`src/rtl/lane_hit_judge_if.sv`:
```
// rtl/lane_hit_judge_if.sv - lane block-position and verdict bundle between lane driver and hit judge
interface lane_hit_judge_if;
  logic        restart;
  logic        stop_or_endgame;
  logic [9:0]  block_h;
  logic        key;
  logic        hit_pulse;
  logic        perfect_pulse;
  logic        miss_pulse;
  logic [15:0] score;
  logic [7:0]  combo;
  logic [7:0]  max_combo;

  modport master (
    output restart, stop_or_endgame, block_h, key,
    input  hit_pulse, perfect_pulse, miss_pulse, score, combo, max_combo
  );

  modport slave (
    input  restart, stop_or_endgame, block_h, key,
    output hit_pulse, perfect_pulse, miss_pulse, score, combo, max_combo
  );
endinterface

```
`src/rtl/lane_hit_judge.sv`:
```
// rtl/lane_hit_judge.sv - per-lane hit/perfect/miss judge with score and combo counters
module lane_hit_judge #(
  parameter logic [9:0] TOP     = 10'd120,
  parameter logic [9:0] BOTTOM  = 10'd720,
  parameter logic [9:0] HIT_LO  = 10'd600,
  parameter logic [9:0] HIT_HI  = 10'd700,
  parameter logic [9:0] PERF_LO = 10'd640,
  parameter logic [9:0] PERF_HI = 10'd670
) (
  input  logic             clk,
  input  logic             rst_n,
  lane_hit_judge_if.slave  bus
);

  localparam logic [1:0] S_IDLE   = 2'd0;
  localparam logic [1:0] S_ARMED  = 2'd1;
  localparam logic [1:0] S_JUDGED = 2'd2;

  logic [1:0]  state, state_nx;
  logic [9:0]  prev_h;
  logic        s1, s2, s3;
  logic        hit_q, perf_q, miss_q;
  logic [15:0] score_q, score_nx;
  logic [7:0]  combo_q, combo_nx, max_q, max_nx;
  logic [16:0] score_sum;
  logic        arrival, key_rise, frz;
  logic        hit_evt, perf_evt, miss_evt;
  logic        in_hit, in_perf;

  assign arrival  = (bus.block_h == TOP) && (prev_h != TOP);
  assign key_rise = s2 & ~s3;
  assign frz      = bus.stop_or_endgame;
  assign in_hit   = (bus.block_h >= HIT_LO) && (bus.block_h <= HIT_HI);
  assign in_perf  = (bus.block_h >= PERF_LO) && (bus.block_h <= PERF_HI);

  // Arrival bypasses the freeze so every block is accounted for exactly once.
  always_comb begin
    state_nx = state;
    hit_evt  = 1'b0;
    perf_evt = 1'b0;
    miss_evt = 1'b0;
    if (arrival) begin
      state_nx = S_ARMED;
      miss_evt = (state == S_ARMED);
    end else if (!frz && state == S_ARMED) begin
      if (bus.block_h > HIT_HI) begin
        state_nx = S_JUDGED;
        miss_evt = 1'b1;
      end else if (key_rise) begin
        state_nx = S_JUDGED;
        hit_evt  = in_hit;
        perf_evt = in_hit && in_perf;
        miss_evt = !in_hit;
      end
    end
  end

  always_comb begin
    score_sum = {1'b0, score_q} + (perf_evt ? 17'd2 : 17'd1);
    score_nx  = score_q;
    combo_nx  = combo_q;
    if (miss_evt) begin
      combo_nx = 8'd0;
    end else if (hit_evt) begin
      score_nx = score_sum[16] ? 16'hFFFF : score_sum[15:0];
      combo_nx = (combo_q == 8'hFF) ? combo_q : combo_q + 8'd1;
    end
    max_nx = (combo_nx > max_q) ? combo_nx : max_q;
  end

  // Synchronizer and prev_h keep tracking during a freeze.
  always_ff @(posedge clk or negedge rst_n) begin
    if (!rst_n) begin
      state   <= S_IDLE;
      prev_h  <= BOTTOM;
      s1      <= 1'b0;
      s2      <= 1'b0;
      s3      <= 1'b0;
      hit_q   <= 1'b0;
      perf_q  <= 1'b0;
      miss_q  <= 1'b0;
      score_q <= 16'd0;
      combo_q <= 8'd0;
      max_q   <= 8'd0;
    end else if (bus.restart) begin
      state   <= S_IDLE;
      prev_h  <= BOTTOM;
      s1      <= 1'b0;
      s2      <= 1'b0;
      s3      <= 1'b0;
      hit_q   <= 1'b0;
      perf_q  <= 1'b0;
      miss_q  <= 1'b0;
      score_q <= 16'd0;
      combo_q <= 8'd0;
      max_q   <= 8'd0;
    end else begin
      state   <= state_nx;
      prev_h  <= bus.block_h;
      s1      <= bus.key;
      s2      <= s1;
      s3      <= s2;
      hit_q   <= hit_evt;
      perf_q  <= perf_evt;
      miss_q  <= miss_evt & ~frz;
      score_q <= score_nx;
      combo_q <= combo_nx;
      max_q   <= max_nx;
    end
  end

  assign bus.hit_pulse     = hit_q;
  assign bus.perfect_pulse = perf_q;
  assign bus.miss_pulse    = miss_q;
  assign bus.score         = score_q;
  assign bus.combo         = combo_q;
  assign bus.max_combo     = max_q;

endmodule

```
`src/flat_wrapper.sv`:
```
// flat-port wrapper written by rule: the top's interface ports become plain ports
module lane_hit_judge_flat 
#(
  parameter logic [9:0] TOP     = 10'd120,
  parameter logic [9:0] BOTTOM  = 10'd720,
  parameter logic [9:0] HIT_LO  = 10'd600,
  parameter logic [9:0] HIT_HI  = 10'd700,
  parameter logic [9:0] PERF_LO = 10'd640,
  parameter logic [9:0] PERF_HI = 10'd670
)
  (clk, rst_n, bus_restart, bus_stop_or_endgame, bus_block_h, bus_key, bus_hit_pulse, bus_perfect_pulse, bus_miss_pulse, bus_score, bus_combo, bus_max_combo);
  lane_hit_judge_if bus_i ();
  input  logic clk;
  input  logic rst_n;
  input wire logic [$bits(bus_i.restart)-1:0] bus_restart;
  input wire logic [$bits(bus_i.stop_or_endgame)-1:0] bus_stop_or_endgame;
  input wire logic [$bits(bus_i.block_h)-1:0] bus_block_h;
  input wire logic [$bits(bus_i.key)-1:0] bus_key;
  output wire logic [$bits(bus_i.hit_pulse)-1:0] bus_hit_pulse;
  output wire logic [$bits(bus_i.perfect_pulse)-1:0] bus_perfect_pulse;
  output wire logic [$bits(bus_i.miss_pulse)-1:0] bus_miss_pulse;
  output wire logic [$bits(bus_i.score)-1:0] bus_score;
  output wire logic [$bits(bus_i.combo)-1:0] bus_combo;
  output wire logic [$bits(bus_i.max_combo)-1:0] bus_max_combo;
  assign bus_i.restart = bus_restart;
  assign bus_i.stop_or_endgame = bus_stop_or_endgame;
  assign bus_i.block_h = bus_block_h;
  assign bus_i.key = bus_key;
  assign bus_hit_pulse = bus_i.hit_pulse;
  assign bus_perfect_pulse = bus_i.perfect_pulse;
  assign bus_miss_pulse = bus_i.miss_pulse;
  assign bus_score = bus_i.score;
  assign bus_combo = bus_i.combo;
  assign bus_max_combo = bus_i.max_combo;
  lane_hit_judge #(.TOP(TOP), .BOTTOM(BOTTOM), .HIT_LO(HIT_LO), .HIT_HI(HIT_HI), .PERF_LO(PERF_LO), .PERF_HI(PERF_HI)) u_core (.clk(clk), .rst_n(rst_n), .bus(bus_i));
endmodule
```
`config.mk`:
```
export PLATFORM = sky130hd
export DESIGN_NAME = lane_hit_judge_flat
export DESIGN_NICKNAME = d
export VERILOG_FILES = /design/src/rtl/lane_hit_judge_if.sv /design/src/rtl/lane_hit_judge.sv /design/src/flat_wrapper.sv
export SDC_FILE = /design/constraint.sdc
export NUM_CORES = 1
export LEC_CHECK = 0
export CAP_MARGIN = 20
export CELL_PAD_IN_SITES_DETAIL_PLACEMENT = 0
export CELL_PAD_IN_SITES_GLOBAL_PLACEMENT = 2
export CORE_MARGIN = 2
export CORE_UTILIZATION = 35
export DETAILED_ROUTE_END_ITERATION = 10
export PLACE_DENSITY = 0.9
export SLEW_MARGIN = 10
export SYNTH_ARGS = -nofsm -noshare
export SYNTH_HDL_FRONTEND = slang
export SYNTH_SLANG_ARGS = --single-unit
```
`constraint.sdc`:
```
create_clock -name clk -period 7.7 [get_ports clk]
set_input_delay 1.155 -clock clk [delete_from_list [all_inputs] [get_ports clk]]
set_output_delay 1.155 -clock clk [all_outputs]
set_load 0.01 [all_outputs]
```
# Word level (Yosys, flattened, before mapping)
# Cells that the tools add are included.
# op_classes
n_eq_ne	5
n_bitwise	4
add_sub_neg	2
reduce_logical	13
n_mux	35
order_cmp	6
n_div	0
shift	0
n_mul	0
# op_table
cell	count
16-bit two-way mux	4
8-bit two-way mux	6
10-bit >= comparator (second input constant)	2
10-bit less-or-equal comparator (second input constant)	2
1-bit two-way mux	18
16-bit by 17-bit adder with 17-bit output	1
2-bit two-way mux	6
10-bit by 7-bit equality test with 1-bit output (second input constant)	1
10-bit > comparator (second input constant)	1
10-bit two-way mux	1
10-bit by 7-bit != test with 1-bit output (second input constant)	1
8-bit by 1-bit adder with 8-bit output (second input constant)	1
8-bit equality test (second input constant)	1
8-bit > comparator	1
1-bit logical AND	5
2-bit AND reduction	2
2-bit nonzero test	2
4-bit nonzero test	1
3-bit nonzero test	1
1-bit bitwise AND	2
2-bit by 1-bit equality test with 1-bit output (second input constant)	1
1-bit logical NOT	2
2-bit != test (second input constant)	1
1-bit inverter	2
# totals
regBits	50
word_cells	76
mem_count	0
latch_bits	0
ram_bits	0
inputBits	15
out_inout_bits	35
mem_bits_ro	0

# Logic depth before layout (Yosys ltp)
# depth
word_depth	13
mapped_depth	15
depth_no_buf	13

# Least setup slack after synthesis
# Ideal clock, no wire load.
# synth_timing
path_type	input to register
startpoint	input bus_block_h[3]
endpoint	register u_core.score_q[13] (netlist: u_core.bus.score[13])
setup_slack_ns	3.532
setup_ns	0.099
arrival_time_ns	4.069
path_stages	15
t_required_ns	7.601
cell_sequence	and2_1 > o311ai_1 > nor3_2 > buf_2 > nand4_1 > ha_1 > inv_1 > fa_1 > and3b_1 > nand4_1 > or2_2 > buf_2 > nand2_1 > a21oi_1 > a311oi_1
# synth_via
elab_chain_len	13
# synth_lines
item	line	text
start: declaration	flat_wrapper.sv:17	input wire logic [$bits(bus_i.block_h)-1:0] bus_block_h;
10-bit >= comparator, or another cell as far along	lane_hit_judge.sv:33	assign in_hit = (bus.block_h >= HIT_LO) && (bus.block_h <= HIT_HI);
1-bit logical AND (on tied branches)	lane_hit_judge.sv:33, lane_hit_judge.sv:34	
1-bit logical AND	lane_hit_judge.sv:52	perf_evt = in_hit && in_perf;
1-bit two-way mux	lane_hit_judge.sv:49	end else if (key_rise) begin
1-bit two-way mux	lane_hit_judge.sv:46	if (bus.block_h > HIT_HI) begin
1-bit two-way mux	lane_hit_judge.sv:45	end else if (!frz && state == S_ARMED) begin
1-bit two-way mux	lane_hit_judge.sv:42	if (arrival) begin
2-bit two-way mux	lane_hit_judge.sv:59	score_sum = {1'b0, score_q} + (perf_evt ? 17'd2 : 17'd1);
16-bit by 17-bit adder with 17-bit output	lane_hit_judge.sv:59	
16-bit two-way mux	lane_hit_judge.sv:65	score_nx = score_sum[16] ? 16'hFFFF : score_sum[15:0];
16-bit two-way mux	lane_hit_judge.sv:64	end else if (hit_evt) begin
16-bit two-way mux	lane_hit_judge.sv:62	if (miss_evt) begin
16-bit two-way mux	lane_hit_judge.sv:85	end else if (bus.restart) begin
end signal: assignment	lane_hit_judge.sv:106	score_q <= score_nx;
end: declaration	lane_hit_judge.sv:23	logic [15:0] score_q, score_nx;
# Several ways; a longest one is shown, not always the timed one. The select of a mux whose other input is x is not followed.
# A chain may end at the register's enable or synchronous reset.

# Worst setup path in the final report
# layout_timing
startpoint	input bus_block_h[5]
endpoint	register u_core.score_q[9] (netlist: u_core.bus.score[9])
# The elaborated chain is that of the path after synthesis.

==> metrics list <==
- The flow ran to the end, and the final reports show no timing, DRC or antenna violations.
- Post-cts repair resize count: 0
- Total placed instance area: 0.00326 sq mm
* Min-delay worst type: flip-flop to flip-flop
- The worst pin sits at a relative slew slack of 54.1%.
- Clock latency on the worst-skew pair: 310 ps
- The startpoint identified for the worst hold timing path is u_core.s1$_DFF_PN0_.
- A synthesized cell averages 9.56 sq um.
* Sinks on the clock net: 50
- Cells taking the most area after synthesis: sky130_fd_sc_hd__dfrtp_1 (43%), sky130_fd_sc_hd__ha_1 (5.1%), sky130_fd_sc_hd__nor2_1 (4.2%)
- Y dimension of the die: 91.4 microns
* Buffer levels on the longest clock path: 2
- Port buffering added 49 buffers.
- Compared with the post-synthesis result, the final layout area differs by 26.3%.
- The routed design could run at a clock period as short as 4840 ps.
* Clock-pin slew on the worst setup and hold paths: 100 ps
- In this run the cell area of the synthesized design comes to 0.00268 sq mm.
- Tracing the worst setup path back leads to its startpoint at bus_block_h[5].
* Top achievable clock speed: 207 MHz
- After routing the design area is 0.00338 sq mm.
- Top-area cell type share of the netlist area: 43.0%
* Number of vias per cell: 5.09
- Crit path arrival time: 5050 ps
- Together, buffers and inverters on the worst path number 3.
- Share of the clock period used by the worst path after layout: 62.9%
- For this run, the slowest stage of the critical path takes 560 ps.
- Largest delay share family, worst path: simple AND/OR/NAND/NOR gates
* Number of flops mapped to enable cells by yosys: 0
* HPWL Detailed: 4.34 mm
- Total length of routed met3 wires: 254 microns
- Global route total overflow: 0
- Die boundary width: 91.4 microns
- Ant. Diodes: 0
* Setup repair after global routing missed its margin: false
* Max-cap viol count: 0
- STA classifies the critical path endpoint as a flip-flop.
- Clock tree from TritonCTS: yes
- Number of remaining DRC errors: 0
- Cell with the most instances after synthesis: sky130_fd_sc_hd__dfrtp_1
- Post-detailed-route wirelength per cell: 14.5 microns
- Final hold viol count: 0
* Total routing resource utilization after global routing: 15.7%
- Post-synthesis net count: 307
- Type of the worst setup path: primary input to flip-flop
- Flip-flop and latch count after synthesis: 50
* Number of antenna violations at the first check in global routing: 0
- Cell with the most instances on the worst path: sky130_fd_sc_hd__nand4_1
- Pin count of the biggest net entering global routing: 51
* Initial DRC count: 81
- The number of placed instances, taps included, is 420.
- Number of buffers inserted to repair setup after CTS: 0
- The die covers 0.00836 sq mm.
* Global placement routability congestion: 0.771
* Overall routed net length: 6.22 mm
- CTS built an H-tree with a depth of 2.
- For this design the ratio of total power to cell area is 144 mW/mm^2.
- At the worst endpoint, the required time is 7910 ps.
* Starting utilization of the core area: 36.5%
- Number of buffers created by CTS: 5
* Number of global-route vias before repair: 2128
- Via count: 2180
- Final setup TNS: 0 ps
- The largest individual stage delay along the critical path comes from the cell sky130_fd_sc_hd__nor4_1.
- Layout cell share with drive strength beyond 1: 7.60%
- Traced cell by cell, the critical path runs through clkdlybuf4s50_1 > nand2_1 > nor4_1 > nor3_2 > buf_4 > nand4_1 > ha_1 > inv_1 > fa_1 > and3b_1 > nand4_1 > or2_2 > and2_1 > a311oi_1.
- The worst-case IR drop observed on VDD is 0.0000784 V.
* Nature of the critical path startpoint: primary input
- The number of max-slew violations in the final report was 0.
- For this design the static power due to leakage is 1.41 nW.
- Non-Filler Instances: 428
- Once detail routing completed, the nets flagged for antenna violations numbered 0.
- In the synthesized netlist the dominant register cell turns out to be sky130_fd_sc_hd__dfrtp_1.
- During synthesis, Yosys emitted a total of 0 warnings.
- The tree is rooted in a sky130_fd_sc_hd__clkbuf_8.
- After detailed routing, the wire length on met1 is 3.17 mm.
- Least-Margin Pin Slew: 687 ps
- Global-route wire length before repair: 10.6 mm
* Max Used Layer: met4
- List of most frequent post-synthesis cells: sky130_fd_sc_hd__dfrtp_1 (46), sky130_fd_sc_hd__nor2_1 (30), sky130_fd_sc_hd__inv_1 (16), sky130_fd_sc_hd__nor2b_1 (16), sky130_fd_sc_hd__nand2_1 (15)
- Final net count: 355
- Highest fanout seen on the critical path: 24
- Before antenna repair, the detailed router went through 4 iterations.
- Row generation in the floorplan step produced 31 rows.
- Synthesis produced a netlist whose cell count is 280.
- In this run the critical register-to-register path is launched from u_core.state[1]$_DFFE_PN0P_.
- Yosys mapped the design onto 46 distinct sky130hd cell types.
- The floorplan step defined a core boundary enclosing 0.00733 sq mm.
- Largest clock skew in the final design: 11.6 ps
- For this design, the CTS-stage hold fixing added 0 buffers.
* Amount of wire on met2 after detailed routing: 2.74 mm
- The synthesized design spends more area on one cell type than any other, namely sky130_fd_sc_hd__dfrtp_1.
* Boundary Pins: 50
- For this run, the register share of the synthesized area comes to 46.9%.
- # setup viols final: 0
* Synth async-reset ratio: 100%
-- worst register-to-register path, stage by stage, from the launching register on --
cell	delay, ps
sky130_fd_sc_hd__dfrtp_1	400
sky130_fd_sc_hd__or3b_1	390
sky130_fd_sc_hd__nand2b_1	190
sky130_fd_sc_hd__nor3_2	110
sky130_fd_sc_hd__buf_4	280
sky130_fd_sc_hd__and2_1	230
sky130_fd_sc_hd__mux2i_1	380
sky130_fd_sc_hd__nor2_1	80
sky130_fd_sc_hd__ha_1	290
sky130_fd_sc_hd__nor2b_1	130
sky130_fd_sc_hd__o21ai_0	150
sky130_fd_sc_hd__nand3_1	90
sky130_fd_sc_hd__o211ai_1	150
sky130_fd_sc_hd__nor2b_1	550
sky130_fd_sc_hd__a22o_1	240
-- logic make-up (layout without fill, tap and decap cells) --
logic type / after synthesis / in the layout / synth area share (%)
adder cells (fa/ha/maj): 12 / 12 / 5.89
buffers and inverters: 28 / 77 / 4.16
AND/OR/NAND/NOR: 132 / 132 / 26.9
multiplexers: 7 / 7 / 2.62
flip-flops: 50 / 50 / 46.9
XOR/XNOR: 4 / 4 / 1.31
AO/OA/AOI/OAI: 47 / 47 / 12.2
-- path summary, 6_finish.rpt --
path                            depth (start not counted)  slack (ps)                             endpoint
worst max register to register                         14        3980  u_core.bus.max_combo[2]$_DFFE_PN0P_
worst min-delay path                                    1         470                  u_core.s2$_DFF_PN0_
max in group asynchronous                               2        6330      u_core.bus.score[6]$_DFFE_PN0P_
worst min register to register                          1         470                  u_core.s2$_DFF_PN0_
worst max-delay path                                   14        2860      u_core.bus.score[9]$_DFFE_PN0P_
min in group asynchronous                               2         950       u_core.bus.hit_pulse$_DFF_PN0_
-- final cells by class --
cell class	instances	area, sq um
clock buffers	7	86.3
multi-input cells	202	1310
flip-flops and latches	50	1260
clock inverters	1	30.0
well taps	99	124
repair buffers	53	515
inverters	16	60.1
fillers	724	3950
-- per-stage QoR --
step                      util (%)  total power [mW]  hold WS, ps  setup slack [ps]
after floorplan                  -             0.282          439              3530
after global placement        44.5             0.300          452              2700
after detailed placement      44.5             0.300          459              2550
after CTS                     46.1             0.492          479              2880
after global routing          46.1             0.510          484              2560
final                         46.1             0.487          475              2860
-- per-layer routing --
layer,vias to the layer above,track usage (%)
li1,1091,-
met1,1037,22.1
met2,47,24.5
met3,5,3.73
met4,0,3.79
met5,-,0
-- sequential cells by signal (all words and copies together), names as in the netlist --
signal                    count
u_core.state                  2
u_core.s1                     1
u_core.bus.score             16
u_core.bus.hit_pulse          1
u_core.bus.combo              8
u_core.s3                     1
u_core.bus.miss_pulse         1
u_core.s2                     1
u_core.bus.perfect_pulse      1
u_core.prev_h                10
u_core.bus.max_combo          8
-- power by group --
part           switching [mW]  total [mW]  internal, mW
Combinational          0.0160      0.0269        0.0109
Sequential           0.000874       0.267         0.266
Clock                  0.0867       0.193         0.106
Total                   0.104       0.487         0.383
-- placed cells by master, fill, tap and decap left out, types with 2 or more instances in the layout --
| cell type | n |
|---|---|
| sky130_fd_sc_hd__nand2_1 | 15 |
| sky130_fd_sc_hd__or3_1 | 2 |
| sky130_fd_sc_hd__and2_1 | 3 |
| sky130_fd_sc_hd__nand3_1 | 13 |
| sky130_fd_sc_hd__mux2i_1 | 7 |
| sky130_fd_sc_hd__a21oi_1 | 8 |
| sky130_fd_sc_hd__nor2_1 | 30 |
| sky130_fd_sc_hd__nor2b_1 | 16 |
| sky130_fd_sc_hd__a211oi_1 | 9 |
| sky130_fd_sc_hd__nand4_1 | 11 |
| sky130_fd_sc_hd__dfrtp_1 | 46 |
| sky130_fd_sc_hd__o2bb2ai_1 | 7 |
| sky130_fd_sc_hd__clkdlybuf4s50_1 | 48 |
| sky130_fd_sc_hd__nor3_2 | 3 |
| sky130_fd_sc_hd__and3_1 | 10 |
| sky130_fd_sc_hd__buf_4 | 4 |
| sky130_fd_sc_hd__ha_1 | 11 |
| sky130_fd_sc_hd__a311oi_1 | 2 |
| sky130_fd_sc_hd__dfstp_2 | 4 |
| sky130_fd_sc_hd__o21ai_0 | 10 |
| sky130_fd_sc_hd__inv_1 | 16 |
| sky130_fd_sc_hd__nor3_1 | 6 |
| sky130_fd_sc_hd__clkbuf_8 | 6 |
| sky130_fd_sc_hd__nand2b_1 | 5 |
| sky130_fd_sc_hd__nor4b_1 | 3 |
| sky130_fd_sc_hd__xor2_1 | 3 |
| sky130_fd_sc_hd__or2_2 | 6 |
| sky130_fd_sc_hd__nor3b_1 | 3 |
| sky130_fd_sc_hd__nor4_1 | 2 |
Note: power is estimated with default switching activity, not from simulation.
